==> src/rtl/sub_bytes_seq_pkg.sv <==
// rtl/sub_bytes_seq_pkg.sv - shared AES constants: S-box tables, widths, FSM encoding
// Inverse table is only present when SUB_BYTES_INV_EN is defined.
package sub_bytes_seq_pkg;

  localparam int STATE_W = 128;
  localparam int COL_W   = 32;

  typedef enum logic [1:0] {
    ST_IDLE = 2'd0,
    ST_BUSY = 2'd1,
    ST_DONE = 2'd2
  } state_t;

  // Entry 0 sits in the most significant byte so SBOX_FWD[x] reads naturally.
  localparam logic [0:255][7:0] SBOX_FWD = {
    128'h637c777bf26b6fc53001672bfed7ab76,
    128'hca82c97dfa5947f0add4a2af9ca472c0,
    128'hb7fd9326363ff7cc34a5e5f171d83115,
    128'h04c723c31896059a071280e2eb27b275,
    128'h09832c1a1b6e5aa0523bd6b329e32f84,
    128'h53d100ed20fcb15b6acbbe394a4c58cf,
    128'hd0efaafb434d338545f9027f503c9fa8,
    128'h51a3408f929d38f5bcb6da2110fff3d2,
    128'hcd0c13ec5f974417c4a77e3d645d1973,
    128'h60814fdc222a908846eeb814de5e0bdb,
    128'he0323a0a4906245cc2d3ac629195e479,
    128'he7c8376d8dd54ea96c56f4ea657aae08,
    128'hba78252e1ca6b4c6e8dd741f4bbd8b8a,
    128'h703eb5664803f60e613557b986c11d9e,
    128'he1f8981169d98e949b1e87e9ce5528df,
    128'h8ca1890dbfe6426841992d0fb054bb16
  };

`ifdef SUB_BYTES_INV_EN
  localparam logic [0:255][7:0] SBOX_INV = {
    128'h52096ad53036a538bf40a39e81f3d7fb,
    128'h7ce339829b2fff87348e4344c4dee9cb,
    128'h547b9432a6c2233dee4c950b42fac34e,
    128'h082ea16628d924b2765ba2496d8bd125,
    128'h72f8f66486689816d4a45ccc5d65b692,
    128'h6c704850fdedb9da5e154657a78d9d84,
    128'h90d8ab008cbcd30af7e45805b8b34506,
    128'hd02c1e8fca3f0f02c1afbd0301138a6b,
    128'h3a9111414f67dcea97f2cfcef0b4e673,
    128'h96ac7422e7ad3585e2f937e81c75df6e,
    128'h47f11a711d29c5896fb7620eaa18be1b,
    128'hfc563e4bc6d279209adbc0fe78cd5af4,
    128'h1fdda8338807c731b11210592780ec5f,
    128'h60517fa919b54a0d2de57a9f93c99cef,
    128'ha0e03b4dae2af5b0c8ebbb3c83539961,
    128'h172b047eba77d626e169146355210c7d
  };
`endif

endpackage

==> src/rtl/aes_sbox.sv <==
// rtl/aes_sbox.sv - combinational AES byte substitution
// Inverse select input exists only with SUB_BYTES_INV_EN.
module aes_sbox
  import sub_bytes_seq_pkg::*;
(
  input  logic [7:0] i_byte,
`ifdef SUB_BYTES_INV_EN
  input  logic       i_inv,
`endif
  output logic [7:0] o_byte
);

`ifdef SUB_BYTES_INV_EN
  assign o_byte = i_inv ? SBOX_INV[i_byte] : SBOX_FWD[i_byte];
`else
  assign o_byte = SBOX_FWD[i_byte];
`endif

endmodule

==> src/rtl/sub_bytes_seq.sv <==
// rtl/sub_bytes_seq.sv - iterative AES SubBytes, one column per cycle via four shared S-boxes
// Optional inverse substitution under SUB_BYTES_INV_EN.
module sub_bytes_seq
  import sub_bytes_seq_pkg::*;
(
  input  logic               clk,
  input  logic               reset,
  input  logic               in_valid,
  output logic               in_ready,
  input  logic [STATE_W-1:0] in_state,
`ifdef SUB_BYTES_INV_EN
  input  logic               inv,
`endif
  output logic               out_valid,
  input  logic               out_ready,
  output logic [STATE_W-1:0] out_state
);

  state_t             r_state;
  state_t             w_state_nxt;
  logic [STATE_W-1:0] r_work;
  logic [1:0]         r_cnt;
  logic               r_in_ready;
  logic               r_out_valid;
  logic [COL_W-1:0]   w_col;
  logic [COL_W-1:0]   w_sub;
  logic               w_accept;
`ifdef SUB_BYTES_INV_EN
  logic               r_inv;
`endif

  assign w_accept = (r_state == ST_IDLE) && in_valid;

  always_ff @(posedge clk) begin
    if (reset) r_state <= ST_IDLE;
    else       r_state <= w_state_nxt;
  end

  always_comb begin
    w_state_nxt = r_state;
    case (r_state)
      ST_IDLE: if (in_valid)      w_state_nxt = ST_BUSY;
      ST_BUSY: if (r_cnt == 2'd3) w_state_nxt = ST_DONE;
      ST_DONE: if (out_ready)     w_state_nxt = ST_IDLE;
      default:                    w_state_nxt = ST_IDLE;
    endcase
  end

  always_comb begin
    w_col = '0;
    case (r_cnt)
      2'd0: w_col = r_work[127:96];
      2'd1: w_col = r_work[95:64];
      2'd2: w_col = r_work[63:32];
      2'd3: w_col = r_work[31:0];
      default: w_col = '0;
    endcase
  end

  for (genvar g = 0; g < 4; g++) begin : g_sbox
    aes_sbox u_sbox (
      .i_byte (w_col[COL_W-1-8*g -: 8]),
`ifdef SUB_BYTES_INV_EN
      .i_inv  (r_inv),
`endif
      .o_byte (w_sub[COL_W-1-8*g -: 8])
    );
  end

  // Handshake flags are registered from the next state so they track the FSM exactly.
  always_ff @(posedge clk) begin
    if (reset) begin
      r_work      <= '0;
      r_cnt       <= 2'd0;
      r_in_ready  <= 1'b1;
      r_out_valid <= 1'b0;
`ifdef SUB_BYTES_INV_EN
      r_inv       <= 1'b0;
`endif
    end else begin
      r_in_ready  <= (w_state_nxt == ST_IDLE);
      r_out_valid <= (w_state_nxt == ST_DONE);
      if (w_accept) begin
        r_work <= in_state;
        r_cnt  <= 2'd0;
`ifdef SUB_BYTES_INV_EN
        r_inv  <= inv;
`endif
      end else if (r_state == ST_BUSY) begin
        case (r_cnt)
          2'd0: r_work[127:96] <= w_sub;
          2'd1: r_work[95:64]  <= w_sub;
          2'd2: r_work[63:32]  <= w_sub;
          2'd3: r_work[31:0]   <= w_sub;
          default: ;
        endcase
        r_cnt <= r_cnt + 2'd1;
      end
    end
  end

  assign in_ready  = r_in_ready;
  assign out_valid = r_out_valid;
  assign out_state = r_work;

endmodule
==> config.mk <==
export PLATFORM = sky130hd
export DESIGN_NAME = sub_bytes_seq
export DESIGN_NICKNAME = d
export VERILOG_FILES = /design/src/rtl/sub_bytes_seq_pkg.sv /design/src/rtl/aes_sbox.sv /design/src/rtl/sub_bytes_seq.sv
export SDC_FILE = /design/constraint.sdc
export NUM_CORES = 1
export LEC_CHECK = 0
export ABC_AREA = 1
export CELL_PAD_IN_SITES_DETAIL_PLACEMENT = 0
export CELL_PAD_IN_SITES_GLOBAL_PLACEMENT = 1
export CORE_MARGIN = 2
export CORE_UTILIZATION = 35
export CTS_BUF_LIST = sky130_fd_sc_hd__clkbuf_4 sky130_fd_sc_hd__clkbuf_8
export CTS_CLUSTER_DIAMETER = 150
export CTS_CLUSTER_SIZE = 16
export DETAILED_ROUTE_END_ITERATION = 10
export PLACE_DENSITY = 0.79
export SLEW_MARGIN = 40
export SYNTH_ARGS = -nofsm -noshare
export SYNTH_HDL_FRONTEND = slang
export SYNTH_SLANG_ARGS = --single-unit
==> constraint.sdc <==
create_clock -name clk -period 3.1 [get_ports clk]
set_clock_uncertainty 0.15 [all_clocks]
set_input_delay 0.62 -clock clk [delete_from_list [all_inputs] [get_ports clk]]
set_output_delay 0.62 -clock clk [all_outputs]
set_load 0.05 [all_outputs]
==> key figures <==
Run status
  – Outcome: finished with violations
  – Violated checks: negative setup slack

Clock tree
  – Clock sinks: approximately 130
  – Worst-skew pair later-pin latency: 580 ps
  – Maximum clock insertion buffer count: 2
  – Root buffer cell: clkbuf_8
  – CTS buffer count: 17
  – # hold bufs at CTS: 0
  – CTS tree: done
  – H-tree Lvls: 4
  – Clock transition at the registers of the reported paths: ~90 ps

Global routing
  – Grt ovf: 0
  – Vias in the first global route: 26,730
  – Largest net degree at the start of global routing: 53
  – Initial antenna violation count: 3
  – Overall track demand over capacity in global routing: 0.3996
  – First-pass GRT wire length: approximately 170,000 um

Synth
  – Synth area leader: nand3_1
  – Area share of the largest cell type after synthesis: 0.3388
  – Syn Nets: approximately 3,500
  – EDFF count, synth: 0
  – Post-Syn Area: 0.01808 mm^2
  – Ranking of synthesized cells by area: nand3_1 (34%), nand2_1 (18%), dfxtp_1 (15%), a21oi_1 (7.9%), buf_2 (3.7%)
  – Asr flop ratio synth: 0
  – Avg Cell Area, Syn: 5.417 um^2
  – Most common cell in the netlist: nand3_1
  – Seq cells post-synth: ~130
  – Synth cell count leaders: nand3_1 (1,224), nand2_1 (873), a21oi_1 (286)
  – Yosys warns: 0
  – Part of the Yosys area used for sequential elements: 0.1484
  – Yosys cell types: between 40 and 50
  – Predominant post-synthesis flop cell: dfxtp_1
  – Cells after synthesis: 3,338

Layout
  – Final std cells w/o fill: 4,718
  – Layout Nets: 4,197
  – Final Util: 0.5799
  – Area Growth Syn to Fin: 64.21%
  – Share of layout cells above drive strength 1: 0.3166
  – FILL cells: 5,141

Critical path
  – R2R cell count: 18
  – Arrival @ worst endpoint: 3450 ps
  – Worst EP required: 3380 ps
  – Reg-to-reg setup timing slack: -70 ps
  – Critical path class: flip-flop to flip-flop
  – Element type at the critical path start: flip-flop
  – Reg2reg start: r_cnt[0]$_SDFFE_PP0P_
  – Capturing point of the worst reg2reg path: out_state[120]$_SDFFE_PP0P_
  – Origin of the worst setup path: r_cnt[0]$_SDFFE_PP0P_
  – Crit. End Element: flip-flop
  – Max FO, Critical Path: 8

STA
  – Final worst slack: -72.67 ps
  – Final setup vio count: 21
  – Slew HR: 0.4522
  – Max Slew Vio Count: 0
  – Setup_tns: -443.0 ps
  – Final Critical Period: 3173 ps
  – WHS: about 410 ps
  – Final worst-path cycle share: 1.023
  – RSZ-0062 raised after global routing: true
  – Endpoints failing hold: 0
  – Worst-Margin Slew: a little over 800 ps
  – Fmax: 315.2 MHz

Routing
  – Detail Route met3 WL: 13,680 um
  – WL met1: 44,140 um
  – Top routing layer in use: met4
  – Wire per inst: 24.16 um
  – Initial DRC count: between 4,000 and 5,000
  – DRT antenna net count: 0
  – Drt first pass iters: 6
  – Met2 Wirelength: 49,440 um
  – Vias post-DR: about 30,000
  – Drc violations: 0
  – Vias per cell: 6.187
  – Final wirelength: 114,000 um

Place
  – Cells after DPL: between 4,000 and 5,000
  – Dpl hpwl: 82,310 um
  – RePlAce Congestion: 1.052
  – I/O Buffers: ~260

Worst hold path
  – Hold depth: 2
  – Hold Crit Start: out_state[58]$_SDFFE_PP0P_
  – HP Class: flip-flop to flip-flop
  – Hold Path Sink: out_state[58]$_SDFFE_PP0P_

Power and ir drop
  – Leak: 13.32 nW
  – Cell-internal power: roughly 11 mW
  – Power per standard cell area: 824.3 mW/mm^2
  – Sw Pwr: 13.64 mW
  – Worst vdd ir: roughly 0.44 mV
  – Total power: 24.48 mW
  – Combinational share of power: 0.826
  – Clk pwr share: 0.080
  – Seq pwr share: 0.094
  – Sw frac: 0.5573

Floorplanning
  – Die width: 231.3 um
  – I/O pins: 262
  – Row count: 83
  – Die height: 231.3 um
  – Starting Density: 0.3532
  – Die Footprint: around 0.053 mm^2
  – Core Box Area: 0.05120 mm^2

Flow run
  – Max cap viols: 0
-- metrics by stage --
stage | setup slack (ps) | area [um^2]
final | -72.67 | 29690
after global routing | -167.7 | 29690
after CTS | -27.84 | 27100
after detailed placement | -357.8 | 25770
after global placement | -337.0 | 25770
after floorplan | 34.76 | 18090
-- routing by layer --
| layer | global-route usage | vias to the layer above |
|---|---|---|
| li1 | - | 12970 |
| met4 | 0.2024 | 0 |
| met2 | 0.6077 | 2202 |
| met3 | 0.09867 | 464 |
| met1 | 0.5223 | 13560 |
| met5 | 0 | - |
-- timing repair --
| action | CTS | global route |
|---|---|---|
| gates resized for setup | 189 | 492 |
| endpoints found under the setup margin | 128 | 128 |
| pin swaps | 32 | 113 |
| hold endpoints to repair | 0 | 0 |
| gates cloned | 0 | 8 |
| setup buffers | 14 | 47 |
-- how the worst max path moves through the flow --
stage / endpoint / cells past startpoint
detailed placement: out_state[89]$_SDFFE_PP0P_ / 20
global route: out_state[60]$_SDFFE_PP0P_ / 22
finish: out_state[120]$_SDFFE_PP0P_ / 18
floorplan: out_state[29]$_SDFFE_PP0P_ / 20
global placement: out_state[89]$_SDFFE_PP0P_ / 18
CTS: out_state[106]$_SDFFE_PP0P_ / 20
-- power groups by stage --
stage | Sequential [mW] | Clock [mW] | Combinational (mW)
6_report | 2.30 | 1.95 | 20.2
3_5_place_dp | 2.31 | 0 | 17.1
2_1_floorplan | 3.15 | 0 | 8.68
4_1_cts | 2.28 | 1.96 | 17.7
5_1_grt | 2.32 | 2.02 | 21.2
3_3_place_gp | 2.32 | 0 | 17.3
-- worst max-delay path, cell delays in order, from the launching register on --
cell and delay, ps:
dfxtp_4 370, clkinvlp_4 120, ha_4 180, clkinv_8 90, buf_12 150, nor2_4 150, buf_4 150, o21bai_4 200
buf_4 270, nand2_1 210, buf_4 210, nand3_1 90, nand3_1 90, nand3_2 120, nand3_1 70, nand2_1 110
nand2_2 90, nand4_1 120, a21oi_1 70
-- cell usage in the layout (no fill, tap or decap), types with 11 or more instances in the layout --
master | Yosys | layout
buf_4 | 16 | 527
inv_2 | 22 | 37
inv_1 | 87 | 65
nand3_4 | 0 | 25
buf_8 | 1 | 11
nand4_1 | 24 | 24
o21ai_0 | 105 | 101
nand3_1 | 1224 | 1072
a21oi_1 | 286 | 221
buf_12 | 0 | 71
nand3_2 | 2 | 129
nand2_4 | 2 | 39
clkdlybuf4s50_1 | 0 | 260
dfxtp_1 | 134 | 132
nand2_2 | 19 | 129
a21oi_2 | 0 | 63
nor2_4 | 12 | 41
nor2_1 | 131 | 92
ha_4 | 0 | 31
nor2_2 | 15 | 25
clkbuf_8 | 0 | 21
buf_6 | 4 | 56
a22oi_1 | 32 | 32
nand2_1 | 873 | 724
-- layout make-up --
| class | count | area (um^2) | share of cell area |
|---|---|---|---|
| clock inverters | 10 | 191.4 | 0.006448 |
| repair buffers | 933 | 8959 | 0.3017 |
| diodes | 1 | 2.502 | 0.00008428 |
| clock buffers | 22 | 296.5 | 0.009987 |
| multi-input cells | 2825 | 16240 | 0.5470 |
| well taps | 680 | 850.8 | 0.02866 |
| inverters | 113 | 459.2 | 0.01547 |
| flip-flops and latches | 134 | 2690 | 0.09060 |
-- cell families after synthesis --
group	after synthesis	share of synthesized area
XOR/XNOR	1	0.0004845
AO/OA/AOI/OAI	472	0.1487
AND/OR/NAND/NOR	2310	0.5802
buffers and inverters	380	0.09383
adder cells (fa/ha/maj)	41	0.02837
flip-flops	134	0.1484
-- sequential cells by signal, summed over array words and instances (netlist names) --
| name | count |
|---|---|
| r_state | 2 |
| out_valid | 1 |
| r_cnt | 2 |
| in_ready | 1 |
| out_state | 128 |
No activity file was read; power rests on OpenSTA's default activity.
